File: config.mk
export PLATFORM = sky130hd
export DESIGN_NAME = adder_8_bits_flat
export DESIGN_NICKNAME = d
export VERILOG_FILES = /design/src/rtl/adder_8_bits_if.sv /design/src/rtl/adder_8_bits.sv /design/src/flat_wrapper.sv
export SDC_FILE = /design/constraint.sdc
export NUM_CORES = 1
export LEC_CHECK = 0
export CAP_MARGIN = 20
export CORE_AREA = 2 2 39 41
export DETAILED_ROUTE_END_ITERATION = 10
export DIE_AREA = 0 0 41 43
export GPL_TIMING_DRIVEN = 0
export PLACE_DENSITY = 0.72
export RECOVER_POWER = 25
export SETUP_SLACK_MARGIN = 0.4
export SLEW_MARGIN = 30
export SYNTH_ARGS = -nofsm -noshare
export SYNTH_HDL_FRONTEND = slang
export SYNTH_SLANG_ARGS = --single-unit
export TNS_END_PERCENT = 50
File: constraint.sdc
create_clock -name clk -period 6.3 [get_ports clk]
set_clock_uncertainty 0.05 [all_clocks]
set_input_delay 1.26 -clock clk [delete_from_list [all_inputs] [get_ports clk]]
set_output_delay 1.26 -clock clk [all_outputs]
set_load 0.1 [all_outputs]
File: src/rtl/adder_8_bits_if.sv
// adder_8_bits_if: operand/result bundle for the registered 8-bit adder.
//   A, B  : unsigned 8-bit operands (driven by master)
//   Cin   : carry-in, weight 1 (driven by master)
//   S     : registered sum bits [7:0] (driven by slave)
//   Cout  : registered carry-out, sum bit 8 (driven by slave)
//   OVF   : registered signed overflow (only with ADDER_FLAGS_EN)
//   ZERO  : registered zero flag (only with ADDER_FLAGS_EN)
// Optional feature macro: ADDER_FLAGS_EN.
interface adder_8_bits_if;
    logic [7:0] A;
    logic [7:0] B;
    logic       Cin;
    logic [7:0] S;
    logic       Cout;
`ifdef ADDER_FLAGS_EN
    logic       OVF;
    logic       ZERO;

    modport master (output A, B, Cin, input S, Cout, OVF, ZERO);
    modport slave  (input A, B, Cin, output S, Cout, OVF, ZERO);
`else
    modport master (output A, B, Cin, input S, Cout);
    modport slave  (input A, B, Cin, output S, Cout);
`endif
endinterface

File: src/rtl/adder_8_bits.sv
// adder_8_bits: registered 8-bit ripple-carry adder with carry-in/carry-out.
//   clk : rising-edge clock
//   rst : synchronous reset, active-high
//   bus : adder_8_bits_if.slave (A, B, Cin in; S, Cout [, OVF, ZERO] out)
// Results appear one clock after the operands are sampled. With the macro
// ADDER_FLAGS_EN defined, registered OVF and ZERO flags are also produced.
module adder_8_bits (
    input logic           clk,
    input logic           rst,
    adder_8_bits_if.slave bus
);

    logic [8:0] carry;
    logic [7:0] sum_d;
    logic [7:0] sum_q;
    logic       cout_q;

    // Explicit ripple chain; no lookahead, carry[i+1] depends on carry[i].
    always_comb begin
        carry    = '0;
        sum_d    = '0;
        carry[0] = bus.Cin;
        for (int i = 0; i < 8; i++) begin
            sum_d[i]   = bus.A[i] ^ bus.B[i] ^ carry[i];
            carry[i+1] = (bus.A[i] & bus.B[i]) | (bus.A[i] & carry[i]) |
                         (bus.B[i] & carry[i]);
        end
    end

    always_ff @(posedge clk) begin
        if (rst) begin
            sum_q  <= 8'h00;
            cout_q <= 1'b0;
        end else begin
            sum_q  <= sum_d;
            cout_q <= carry[8];
        end
    end

    assign bus.S    = sum_q;
    assign bus.Cout = cout_q;

`ifdef ADDER_FLAGS_EN
    logic ovf_q;
    logic zero_q;

    // Signed overflow: carry into the sign bit differs from carry out of it.
    // Zero looks at the 8-bit sum only, so a wrap to 0x00 with Cout=1 is zero.
    always_ff @(posedge clk) begin
        if (rst) begin
            ovf_q  <= 1'b0;
            zero_q <= 1'b1;
        end else begin
            ovf_q  <= carry[8] ^ carry[7];
            zero_q <= (sum_d == 8'h00);
        end
    end

    assign bus.OVF  = ovf_q;
    assign bus.ZERO = zero_q;
`endif

endmodule

File: src/flat_wrapper.sv
// flat-port wrapper written by rule: the top's interface ports become plain ports
module adder_8_bits_flat 
  (clk, rst, bus_A, bus_B, bus_Cin, bus_S, bus_Cout);
  adder_8_bits_if bus_i ();
  input logic clk;
  input logic rst;
  input wire logic [$bits(bus_i.A)-1:0] bus_A;
  input wire logic [$bits(bus_i.B)-1:0] bus_B;
  input wire logic [$bits(bus_i.Cin)-1:0] bus_Cin;
  output wire logic [$bits(bus_i.S)-1:0] bus_S;
  output wire logic [$bits(bus_i.Cout)-1:0] bus_Cout;
  assign bus_i.A = bus_A;
  assign bus_i.B = bus_B;
  assign bus_i.Cin = bus_Cin;
  assign bus_S = bus_i.S;
  assign bus_Cout = bus_i.Cout;
  adder_8_bits u_core (.clk(clk), .rst(rst), .bus(bus_i));
endmodule
### Word-level counts from Yosys, hierarchy flattened

Cells that the tools add are included.

* register bits after elaboration: 9
* input port bits: 19
* logic and storage cells: 58

* bitwise gates (word level): 56

Operators by type and width (number)
* bitwise AND 1 bit: 24
* OR 1 bit: 16
* XOR 1 bit: 16

### Logic depth before layout (Yosys ltp)

* depth after elaboration: 24
* mapped depth: 12

### Least setup slack after synthesis

Ideal clock, no wire load.

* path type: input to register
* start: input bus_Cin
* end: register u_core.sum_q[7] (netlist: u_core.bus.S[7])
* setup time: 0.064 ns
* data arrival time: 4.311 ns
* required time: 6.186 ns
* path slack: 1.874 ns
* cell stages on the path: 12
* path buffers: 0
* cell sequence: inv_1 > fa_1 > inv_1 > fa_1 > fa_1 > fa_1 > fa_1 > fa_1 > fa_1 > inv_1 > fa_1 > nor2_1

* word-level cells in the longest chain between the ends: 22
* elaborated cells between the ends (all ways): 29
* those cells by class: bitwise (29)

Ends and longest elaborated chain
* start, declared: RTL line flat_wrapper.sv:9 `input wire logic [$bits(bus_i.Cin)-1:0] bus_Cin;`
* bitwise AND 1 bit: RTL line adder_8_bits.sv:25 `carry[i+1] = (bus.A[i] & bus.B[i]) | (bus.A[i] & carry[i]) |`
* OR 1 bit: RTL line adder_8_bits.sv:25
* OR 1 bit (*): RTL line adder_8_bits.sv:25
* bitwise AND 1 bit: RTL line adder_8_bits.sv:25
* OR 1 bit: RTL line adder_8_bits.sv:25
* OR 1 bit (*): RTL line adder_8_bits.sv:25
* bitwise AND 1 bit: RTL line adder_8_bits.sv:25
* OR 1 bit: RTL line adder_8_bits.sv:25
* [6 not listed]
* OR 1 bit (*): RTL line adder_8_bits.sv:25
* bitwise AND 1 bit: RTL line adder_8_bits.sv:25
* OR 1 bit: RTL line adder_8_bits.sv:25
* OR 1 bit (*): RTL line adder_8_bits.sv:25
* bitwise AND 1 bit: RTL line adder_8_bits.sv:25
* OR 1 bit: RTL line adder_8_bits.sv:25
* OR 1 bit (*): RTL line adder_8_bits.sv:25
* XOR 1 bit (*): RTL line adder_8_bits.sv:24 `sum_d[i] = bus.A[i] ^ bus.B[i] ^ carry[i];`
* end signal, assigned: RTL line adder_8_bits.sv:35 `sum_q <= sum_d;`
* end, declared: RTL line adder_8_bits.sv:15 `logic [7:0] sum_q;`

Mark *: on every way between the ends. The rest lies on a longest branch, timed or not.
A chain may end at the register's enable or synchronous reset.

### Worst setup path in the final report

Ends and elaborated chain as after synthesis.

==> results.py <==
metrics = {
    "cells_and_area": {
        "stdcell_count": 80,
        "diodes": 0,
        "syn_to_final_growth_pct": 76.2,
        "final_util": 0.529,
        "drive_above_1_share": 0.0469,
        "final_nets": 92,
    },
    "min_path": {
        "hold_end": "u_core.bus.S[0]",
        "min_path_cells": 4,
        "hp-class": "in -> reg",
        "hp-start": "bus_A[0]",
    },
    "sta": {
        "period_needed_ns": 4.83,
        "finalCritPeriodShare": 0.766,
        "finalSetupViolations": 0,
        "max_freq_ghz": 0.207,
        "tightestPinTransition_ns": 0.972,
        "timing.hold.ws_ns": 1.66,
        "slew_viol_final": 0,
        "rsz0062_at_grt": "no",
        "maxSlewHeadroom": 0.350,
        "fin_setup_tns_ns": 0,
        "finalHoldViolCount": 0,
        "worst_slack_ns": 1.47,
    },
    "routing": {
        "route.vias.total": 308,
        "dr.pass1.iters": 4,
        "vias_per_cell": 3.85,
        "drc": 0,
        "drtIter0Drc": 1,
        "post_drt_wl_per_cell_um": 9.39,
        "drt_wl_total_um": 751,
        "antenna_left": 0,
    },
    "clock_tree": {
        "postCtsHoldBufs": 0,
        "cts_setup_buffers": 0,
        "cts_root_buf": "clkbuf_4",
        "cts_sinks": 9,
        "cts_buffers": 3,
        "cts_resized": 0,
        "cts_htree_levels": 1,
        "clk_path_buf_depth": 2,
        "clk_pin_slew_ns": 0.06,
        "cts_tree": "built",
    },
    "setup_path": {
        "crit_top_cell": "fa_1",
        "crit_slowest_cell": "dlygate4sd3_1",
        "critPathKind": "in -> reg",
        "crit_chain": "dlygate4sd3_1 -> inv_1 -> fa_1 -> inv_1 -> fa_1 -> fa_1 -> fa_1 -> fa_1 -> fa_1 -> fa_1 -> inv_1 -> fa_1 -> nor2_1",
        "cp.arrival_ns": 4.97,
        "crit_path_start_kind": "input port",
        "crit_path_max_incr_delay_ns": 0.53,
        "path_delay_family": "adder cells",
        "critical_path_buf_inv_count": 4,
        "cp_max_fo": 1,
        "cp.required_ns": 6.44,
        "endpoint_kind": "register",
    },
    "die": {
        "core_area_mm2": 0.00138,
        "rows": 14,
        "die_h_um": 43,
        "die_w_um": 41,
        "die-area_mm2": 0.00176,
        "io_pins": 28,
        "start_util": 0.300,
    },
    "placed_design": {
        "port-buffer-count": 27,
        "placedCellCount": 76,
        "gp_congestion": 0.619,
        "place_ws_ns": 1.32,
        "dp_hpwl_um": 690,
    },
    "grt": {
        "grt_pass1_vias": 338,
        "grt_pass1_wl_um": 1330,
        "antenna_found_initial": 0,
        "grt_overflow": 0,
        "grt_usage": 0.120,
        "grt_max_degree": 10,
    },
    "yosys": {
        "ys_seq_area_frac": 0.434,
        "netlist_area_um2": 415,
        "syn-num-nets": 60,
        "synth.avg_cell_area_um2": 12.6,
        "syn_inst": 33,
        "yosys_register_bits": 9,
        "ys_types": 5,
        "ys_warn_count": 0,
    },
    "power_and_ir_drop": {
        "powerDensity_mw_per_mm2": 273,
        "vdd_drop_max_uv": 79.3,
        "leakage_nw": 0.310,
    },
    "outcome": {
        "status": "complete, no violations",
    },
    "run": {
        "drv_cap": 0,
    },
}
-- cell families after synthesis --
logic type	after synthesis	synth area share
adders and majority gates	8	0.386
DFF	9	0.434
buffers and inverters	7	0.0633
and+or+nand+nor	9	0.117
-- worst max path at each step --
stage	slack, ns	to	cells past startpoint	start
6_report	1.47	u_core.bus.S[7]	13	bus_Cin
4_1_cts	1.58	u_core.bus.S[7]	13	bus_Cin
3_3_place_gp	1.36	u_core.bus.S[7]	13	bus_Cin
3_5_place_dp	1.32	u_core.bus.S[7]	13	bus_Cin
2_1_floorplan	1.87	u_core.bus.S[7]	12	bus_Cin
5_1_grt	1.31	u_core.bus.S[7]	13	bus_Cin
-- cell usage after synthesis (all sizes together) --
cell	count	share of area
dfxtp	9	0.43
inv	7	0.063
nor2	3	0.027
fa	8	0.39
nor2b	6	0.090
-- metal layers --
layer,vias up,wire (um),global-route usage
li1,153,-,-
met1,139,252,0.116
met2,14,436,0.203
met3,2,44,0.0157
met4,0,17,0.100
met5,-,0,0
-- through the flow --
stage	cell area (um2)	total power (W)
4_1_cts	732	0.000204
2_1_floorplan	415	0.000130
5_1_grt	732	0.000211
6_report	732	0.000200
3_3_place_gp	706	0.000159
3_5_place_dp	706	0.000161
-- sequential cells by signal (all words and copies together), names as in the netlist --
| register | count |
|---|---|
| u_core.bus.Cout | 1 |
| u_core.bus.S | 8 |
-- power by group --
| group | switching [W] | leakage [nW] | internal (W) |
|---|---|---|---|
| Combinational | 0.0000635 | 0.220 | 0.0000288 |
| Sequential | 0.00000148 | 0.0750 | 0.0000639 |
| Clock | 0.0000180 | 0.0150 | 0.0000243 |
| Total | 0.0000830 | 0.310 | 0.000117 |
-- tightest hold or removal path, stage by stage --
cell and delay (ns):
clkdlybuf4s50_1 0.40, inv_1 0.07, fa_1 0.15, nor2_1 0.04
-- cell type report --
| type | instances | area [um2] |
|---|---|---|
| multi-input combinational | 17 | 209 |
| sequential | 9 | 180 |
| inverter | 7 | 26.3 |
| timing repair buffer | 27 | 270 |
| tap | 16 | 20.0 |
| fill | 129 | 652 |
| clock buffer | 4 | 26.3 |
-- placed cells by master (no fill, tap or decap) --
master	count
inv_1	7
dlygate4sd3_1	2
nor2b_1	6
fa_1	8
nor2_1	3
dfxtp_1	9
clkbuf_4	3
clkbuf_1	1
clkdlybuf4s50_1	25
Power figures use the tool's default switching activity.
